`src/rtl/spi_pkg.sv`:
```
// Frame layout constants, FSM state type and the command-word builder shared by the SPI master.
package spi_pkg;

   localparam int WORD_W   = 32;
   localparam int RWB_BIT  = 0;
   localparam int ADDR_LSB = 8;
   localparam int ADDR_W   = 6;
   localparam int DATA_LSB = 16;
   localparam int DATA_W   = 12;

   typedef enum logic [1:0] {
      IDLE = 2'd0,
      LOW  = 2'd1,
      HIGH = 2'd2,
      GAP  = 2'd3
   } state_t;

   function automatic logic [WORD_W-1:0] build_cmd_word(
      input logic              rwb,
      input logic [ADDR_W-1:0] addr,
      input logic [DATA_W-1:0] data
   );
      logic [WORD_W-1:0] w;
      w = '0;
      w[RWB_BIT] = rwb;
      w[ADDR_LSB +: ADDR_W] = addr;
      w[DATA_LSB +: DATA_W] = data;
      return w;
   endfunction

endpackage

```
`src/rtl/spi_ms_tick.sv`:
```
// Half-period timer: a down-counter that pulses tick on the DIV-th consecutive enabled cycle.
module spi_ms_tick
   import spi_pkg::*;
#(
   parameter int DIV = 2
) (
   input  logic sys_clk,
   input  logic rstn,
   input  logic en,
   output logic tick
);

   localparam int CW = (DIV > 1) ? $clog2(DIV) : 1;
   localparam logic [CW-1:0] LOAD = CW'(DIV - 1);

   logic [CW-1:0] cnt;

   // Held at LOAD while disabled so the first enabled cycle starts a full period.
   always_ff @(posedge sys_clk) begin
      if (!rstn) begin
         cnt <= LOAD;
      end else if (!en || tick) begin
         cnt <= LOAD;
      end else begin
         cnt <= cnt - 1'b1;
      end
   end

   assign tick = en && (cnt == '0);

endmodule

```
`src/rtl/spi_ms.sv`:
```
// SPI master for 32-bit command frames: LSB first, sclk idles low, miso sampled on sclk rise.
// Build option SPI_MS_LOOPBACK_EN samples the outgoing mosi instead of the miso pin.
//
// state | meaning
// IDLE  | cs_n high, ready for a request
// LOW   | sclk low half-period, mosi holds current bit
// HIGH  | sclk high half-period, current bit already sampled
// GAP   | cs_n high recovery time after a frame
module spi_ms
   import spi_pkg::*;
#(
   parameter int CLK_DIV    = 2,
   parameter int GAP_CYCLES = 4
) (
   input  logic                sys_clk,
   input  logic                rstn,
   input  logic                req_valid,
   output logic                req_ready,
   input  logic                req_rwb,
   input  logic [ADDR_W-1:0]   req_addr,
   input  logic [DATA_W-1:0]   req_data,
   output logic                rsp_valid,
   output logic [DATA_W-1:0]   rsp_data,
   output logic                sclk,
   output logic                cs_n,
   output logic                mosi,
   input  logic                miso
);

   localparam int GW = (GAP_CYCLES > 1) ? $clog2(GAP_CYCLES) : 1;
   localparam logic [GW-1:0] GAP_LOAD   = GW'(GAP_CYCLES - 1);
   localparam logic [4:0]    LAST_BIT   = 5'(WORD_W - 1);
   localparam logic [4:0]    DATA_FIRST = 5'(DATA_LSB);
   localparam logic [4:0]    DATA_LAST  = 5'(DATA_LSB + DATA_W - 1);

   state_t              state, state_nxt;
   logic [WORD_W-1:0]   cmd, word;
   logic [DATA_W-1:0]   rx_data;
   logic [4:0]          bit_cnt, bit_nxt;
   logic [GW-1:0]       gap_cnt;
   logic                tick, accept, rise, step, last, sample_bit, in_data;

   spi_ms_tick #(.DIV(CLK_DIV)) u_tick (
      .sys_clk (sys_clk),
      .rstn    (rstn),
      .en      ((state == LOW) || (state == HIGH)),
      .tick    (tick)
   );

   assign cmd       = build_cmd_word(req_rwb, req_addr, req_data);
   assign bit_nxt   = bit_cnt + 5'd1;
   assign in_data   = (bit_cnt >= DATA_FIRST) && (bit_cnt <= DATA_LAST);
   assign req_ready = (state == IDLE);

`ifdef SPI_MS_LOOPBACK_EN
   assign sample_bit = mosi;
`else
   assign sample_bit = miso;
`endif

   always_ff @(posedge sys_clk) begin
      if (!rstn) begin
         state <= IDLE;
      end else begin
         state <= state_nxt;
      end
   end

   always_comb begin
      state_nxt = state;
      accept    = 1'b0;
      rise      = 1'b0;
      step      = 1'b0;
      last      = 1'b0;
      case (state)
         IDLE: if (req_valid) begin
            accept    = 1'b1;
            state_nxt = LOW;
         end
         LOW: if (tick) begin
            rise      = 1'b1;
            state_nxt = HIGH;
         end
         HIGH: if (tick) begin
            if (bit_cnt == LAST_BIT) begin
               last      = 1'b1;
               state_nxt = GAP;
            end else begin
               step      = 1'b1;
               state_nxt = LOW;
            end
         end
         GAP: if (gap_cnt == '0) state_nxt = IDLE;
         default: state_nxt = IDLE;
      endcase
   end

   // Only the data field is ever reported, so it is shifted in LSB first rather than storing all 32 bits.
   always_ff @(posedge sys_clk) begin
      if (!rstn) begin
         word      <= '0;
         rx_data   <= '0;
         bit_cnt   <= '0;
         gap_cnt   <= GAP_LOAD;
         sclk      <= 1'b0;
         cs_n      <= 1'b1;
         mosi      <= 1'b0;
         rsp_valid <= 1'b0;
         rsp_data  <= '0;
      end else begin
         rsp_valid <= last;
         if (accept) begin
            word    <= cmd;
            bit_cnt <= '0;
            cs_n    <= 1'b0;
            mosi    <= cmd[0];
         end
         if (rise) begin
            sclk <= 1'b1;
            if (in_data) rx_data <= {sample_bit, rx_data[DATA_W-1:1]};
         end
         if (step) begin
            sclk    <= 1'b0;
            bit_cnt <= bit_nxt;
            mosi    <= word[bit_nxt];
         end
         if (last) begin
            sclk     <= 1'b0;
            cs_n     <= 1'b1;
            mosi     <= 1'b0;
            rsp_data <= rx_data;
            gap_cnt  <= GAP_LOAD;
         end else if ((state == GAP) && (gap_cnt != '0)) begin
            gap_cnt <= gap_cnt - 1'b1;
         end
      end
   end

endmodule

```
`config.mk`:
```
export PLATFORM = sky130hd
export DESIGN_NAME = spi_ms
export DESIGN_NICKNAME = d
export VERILOG_FILES = /design/src/rtl/spi_pkg.sv /design/src/rtl/spi_ms_tick.sv /design/src/rtl/spi_ms.sv
export SDC_FILE = /design/constraint.sdc
export NUM_CORES = 1
export LEC_CHECK = 0
export CORE_AREA = 2 2 92 94
export CTS_BUF_LIST = sky130_fd_sc_hd__clkbuf_8
export CTS_CLUSTER_DIAMETER = 50
export DETAILED_ROUTE_END_ITERATION = 8
export DIE_AREA = 0 0 94 96
export DONT_BUFFER_PORTS = 1
export GPL_ROUTABILITY_DRIVEN = 0
export PLACE_DENSITY_LB_ADDON = 0.08
export SETUP_SLACK_MARGIN = 0.15
export SKIP_CTS_REPAIR_TIMING = 1
export SLEW_MARGIN = 20
export SYNTH_ARGS = -nofsm -noshare
export SYNTH_HDL_FRONTEND = slang
export SYNTH_SLANG_ARGS = --single-unit
```
`constraint.sdc`:
```
create_clock -name sys_clk -period 2.74 [get_ports sys_clk]
set_input_delay 0.548 -clock sys_clk [delete_from_list [all_inputs] [get_ports sys_clk]]
set_output_delay 0.548 -clock sys_clk [all_outputs]
set_load 0.005 [all_outputs]
```
==> run metrics <==
status completed; storage element area ~1100 um2; hold path start rstn; Die X 94 um; CP required approximately 3.0 ns; Final Hold Viols 0; Power Density 780 nW/um2; H-tree levels 3; worst setup path class register to register; Static Leakage 0.00118 uW; routed vias 1735; CP Max Fanout 8; worst hold path depth 1; post-layout min period 2.23 ns; placed cell areas 2480 um2; first drt pass iteration count 4; Ports 40; Max Fclk 448 MHz; total grt overflow 0; Reg-to-Reg Start bit_cnt[0]$_SDFFE_PN0P_; initial antenna violation count 0; Worst slew margin 63.4%; HPWL Detailed ~3.6 mm; DRT iter0 DRCs 85; first-pass GRT wire length 8.87 mm; clock skew ~0.006 ns; CTS tree yes; Starting Density about 30%; post-route ant nets 0; RSZ-0062 raised after global routing no; number of synthesized flops with an enable pin 0; clk buf depth 2; register area share after synthesis between 40% and 50%; R2R Setup Slk 0.51 ns; HP Class primary input to register; path depth of the worst reg2reg path 7; Nets 292; Final WS setup between 0.5 and 0.6 ns; vias in the first global route 1784; cts bufs inserted 9; CP Launch Type register; multi-input logic area 1110 um2; WP data arrival 2.44 ns; Main synth FF type dfxtp_1; drt total wl between 5 and 6 mm; Max Cap Viol 0; post-route cell area roughly 2700 um2; num rows 33; Final setup viols 0; all-layer global routing usage about an eighth; Async S/R FF share, synth 0%; Mean Syn Cell Area 9.19 um2; largest net degree at the start of global routing 24; vias per std cell around 4.7; worst vdd ir 0.000212 V; post-synthesis cell area 2360 um2; antenna fix cells 0; Avg WL per Cell about 14 um; Clk pin slew, worst setup/hold paths 0.07 ns; final worst path period share 81.4%; share of cells above drive strength 1 9.02%; post-synthesis register bit count 57; Finished Layout Cells around 370; core area around 8000 um2; worst skew pair latency between 0.3 and 0.4 ns; die height 96 um; Post-Syn Instances 257; syn nets between 200 and 300; CTS root buffer clkbuf_8; synth warn 0; Fin Setup TNS 0 ns; Cells after DPL 355; Die Area 9020 um2; FF-to-FF End mosi$_SDFFE_PP0P_; area grow syn2layout 13.9%; Pins Over Slew Limit 0; # DRC 0; worst-margin pin slew 0.549 ns; # clock sinks 57; FILL cells 882; sink of the worst hold path u_tick.cnt$_SDFF_PP1_; post-synth cell types 33; port buffer count 0; pre-CTS WS 0.545 ns; crit end category register
==> layout by cell type, fill, tap and decap left out, drive strengths merged, types with 4 or more instances in the layout <==
| cell | Yosys | layout |
|---|---|---|
| dfxtp | 57 | 57 |
| a22o | 12 | 12 |
| mux2i | 13 | 13 |
| nand3 | 9 | 9 |
| inv | 10 | 10 |
| ha | 8 | 8 |
| o21ai | 4 | 4 |
| a21oi | 27 | 27 |
| and3 | 4 | 4 |
| mux4 | 4 | 4 |
| nand2 | 49 | 49 |
| nand2b | 4 | 4 |
| nor2 | 21 | 21 |
| buf | 5 | 7 |
| clkbuf | 9 | 12 |
==> final cells by class <==
type | instances | area share [%]
well taps | 105 | 4.88
repair buffers | 7 | 1.95
flip-flops and latches | 57 | 42.4
clock inverters | 4 | 1.86
clock buffers | 12 | 6.14
multi-input cells | 176 | 41.4
inverters | 10 | 1.39
==> metal layers <==
layer / track usage, % / part of all wire (%) / wire length [um]
met2: 19.0 / 43 / 2230
met4: 5.80 / 1.6 / 84
met5: 0 / 0 / 0
met1: 16.4 / 50 / 2600
met3: 5.32 / 6.1 / 320
==> synth_stat cells (3+ instances only) <==
master | instances | area (um2)
a22o_1 | 12 | 105
and3_1 | 4 | 25.0
mux2i_1 | 13 | 130
inv_1 | 10 | 37.5
nand2_1 | 49 | 184
dfxtp_1 | 57 | 1140
nand2b_1 | 4 | 25.0
nor2_1 | 21 | 78.8
o21ai_0 | 4 | 20.0
a21oi_1 | 27 | 135
clkbuf_1 | 9 | 33.8
nand3_1 | 9 | 45.0
ha_1 | 8 | 100
mux4_1 | 3 | 78.8
==> power by group <==
group / total, uW / internal (uW) / switching (uW)
registers: 943 / 899 / 44.2
clock network: 833 / 492 / 341
logic: 322 / 122 / 199
total: 2100 / 1510 / 585
==> registers in the layout (all words and copies together) (netlist names) <==
register / count
bit_cnt: 5
cs_n: 1
gap_cnt: 2
mosi: 1
rsp_data: 12
rsp_valid: 1
rx_data: 12
sclk: 1
state: 2
u_tick.cnt: 1
word: 19
==> worst max-delay path by stage <==
| stage | startpoint | endpoint | slack, ns | cells after the start |
|---|---|---|---|---|
| detailed placement | bit_cnt[0]$_SDFFE_PN0P_ | mosi$_SDFFE_PP0P_ | 0.55 | 7 |
| floorplan | bit_cnt[0]$_SDFFE_PN0P_ | mosi$_SDFFE_PP0P_ | 0.72 | 8 |
| global placement | bit_cnt[0]$_SDFFE_PN0P_ | mosi$_SDFFE_PP0P_ | 0.61 | 7 |
| global route | bit_cnt[0]$_SDFFE_PN0P_ | mosi$_SDFFE_PP0P_ | 0.34 | 7 |
| finish | bit_cnt[0]$_SDFFE_PN0P_ | mosi$_SDFFE_PP0P_ | 0.51 | 7 |
| CTS | bit_cnt[0]$_SDFFE_PN0P_ | mosi$_SDFFE_PP0P_ | 0.51 | 7 |
==> logic make-up (layout without fill, tap and decap cells) <==
kind of cell,Yosys count,after routing,synth area share [%]
simple gates,96,96,17.9
flops,57,57,48.3
compound gates,51,51,13.7
buf+inv,24,33,4.55
xor+xnor,4,4,1.48
mux,17,17,9.80
fa+ha+maj,8,8,4.24
==> through the flow <==
step	total power, uW	hold WS [ns]	util, %
global placement	1290	0.412	30.8
floorplan	1200	0.394	-
finish	2100	0.293	33.4
detailed placement	1290	0.412	30.8
CTS	2140	0.283	33.4
global route	2240	0.298	33.4
==> critical path: stages (launching register included) <==
cell and delay (ns):
dfxtp_1 0.49, inv_1 0.08, ha_1 0.47, mux4_1 0.61, inv_1 0.07, a211oi_1 0.05, o31ai_1 0.23, nand3_1 0.11
No activity file was read; power rests on OpenSTA's default activity.
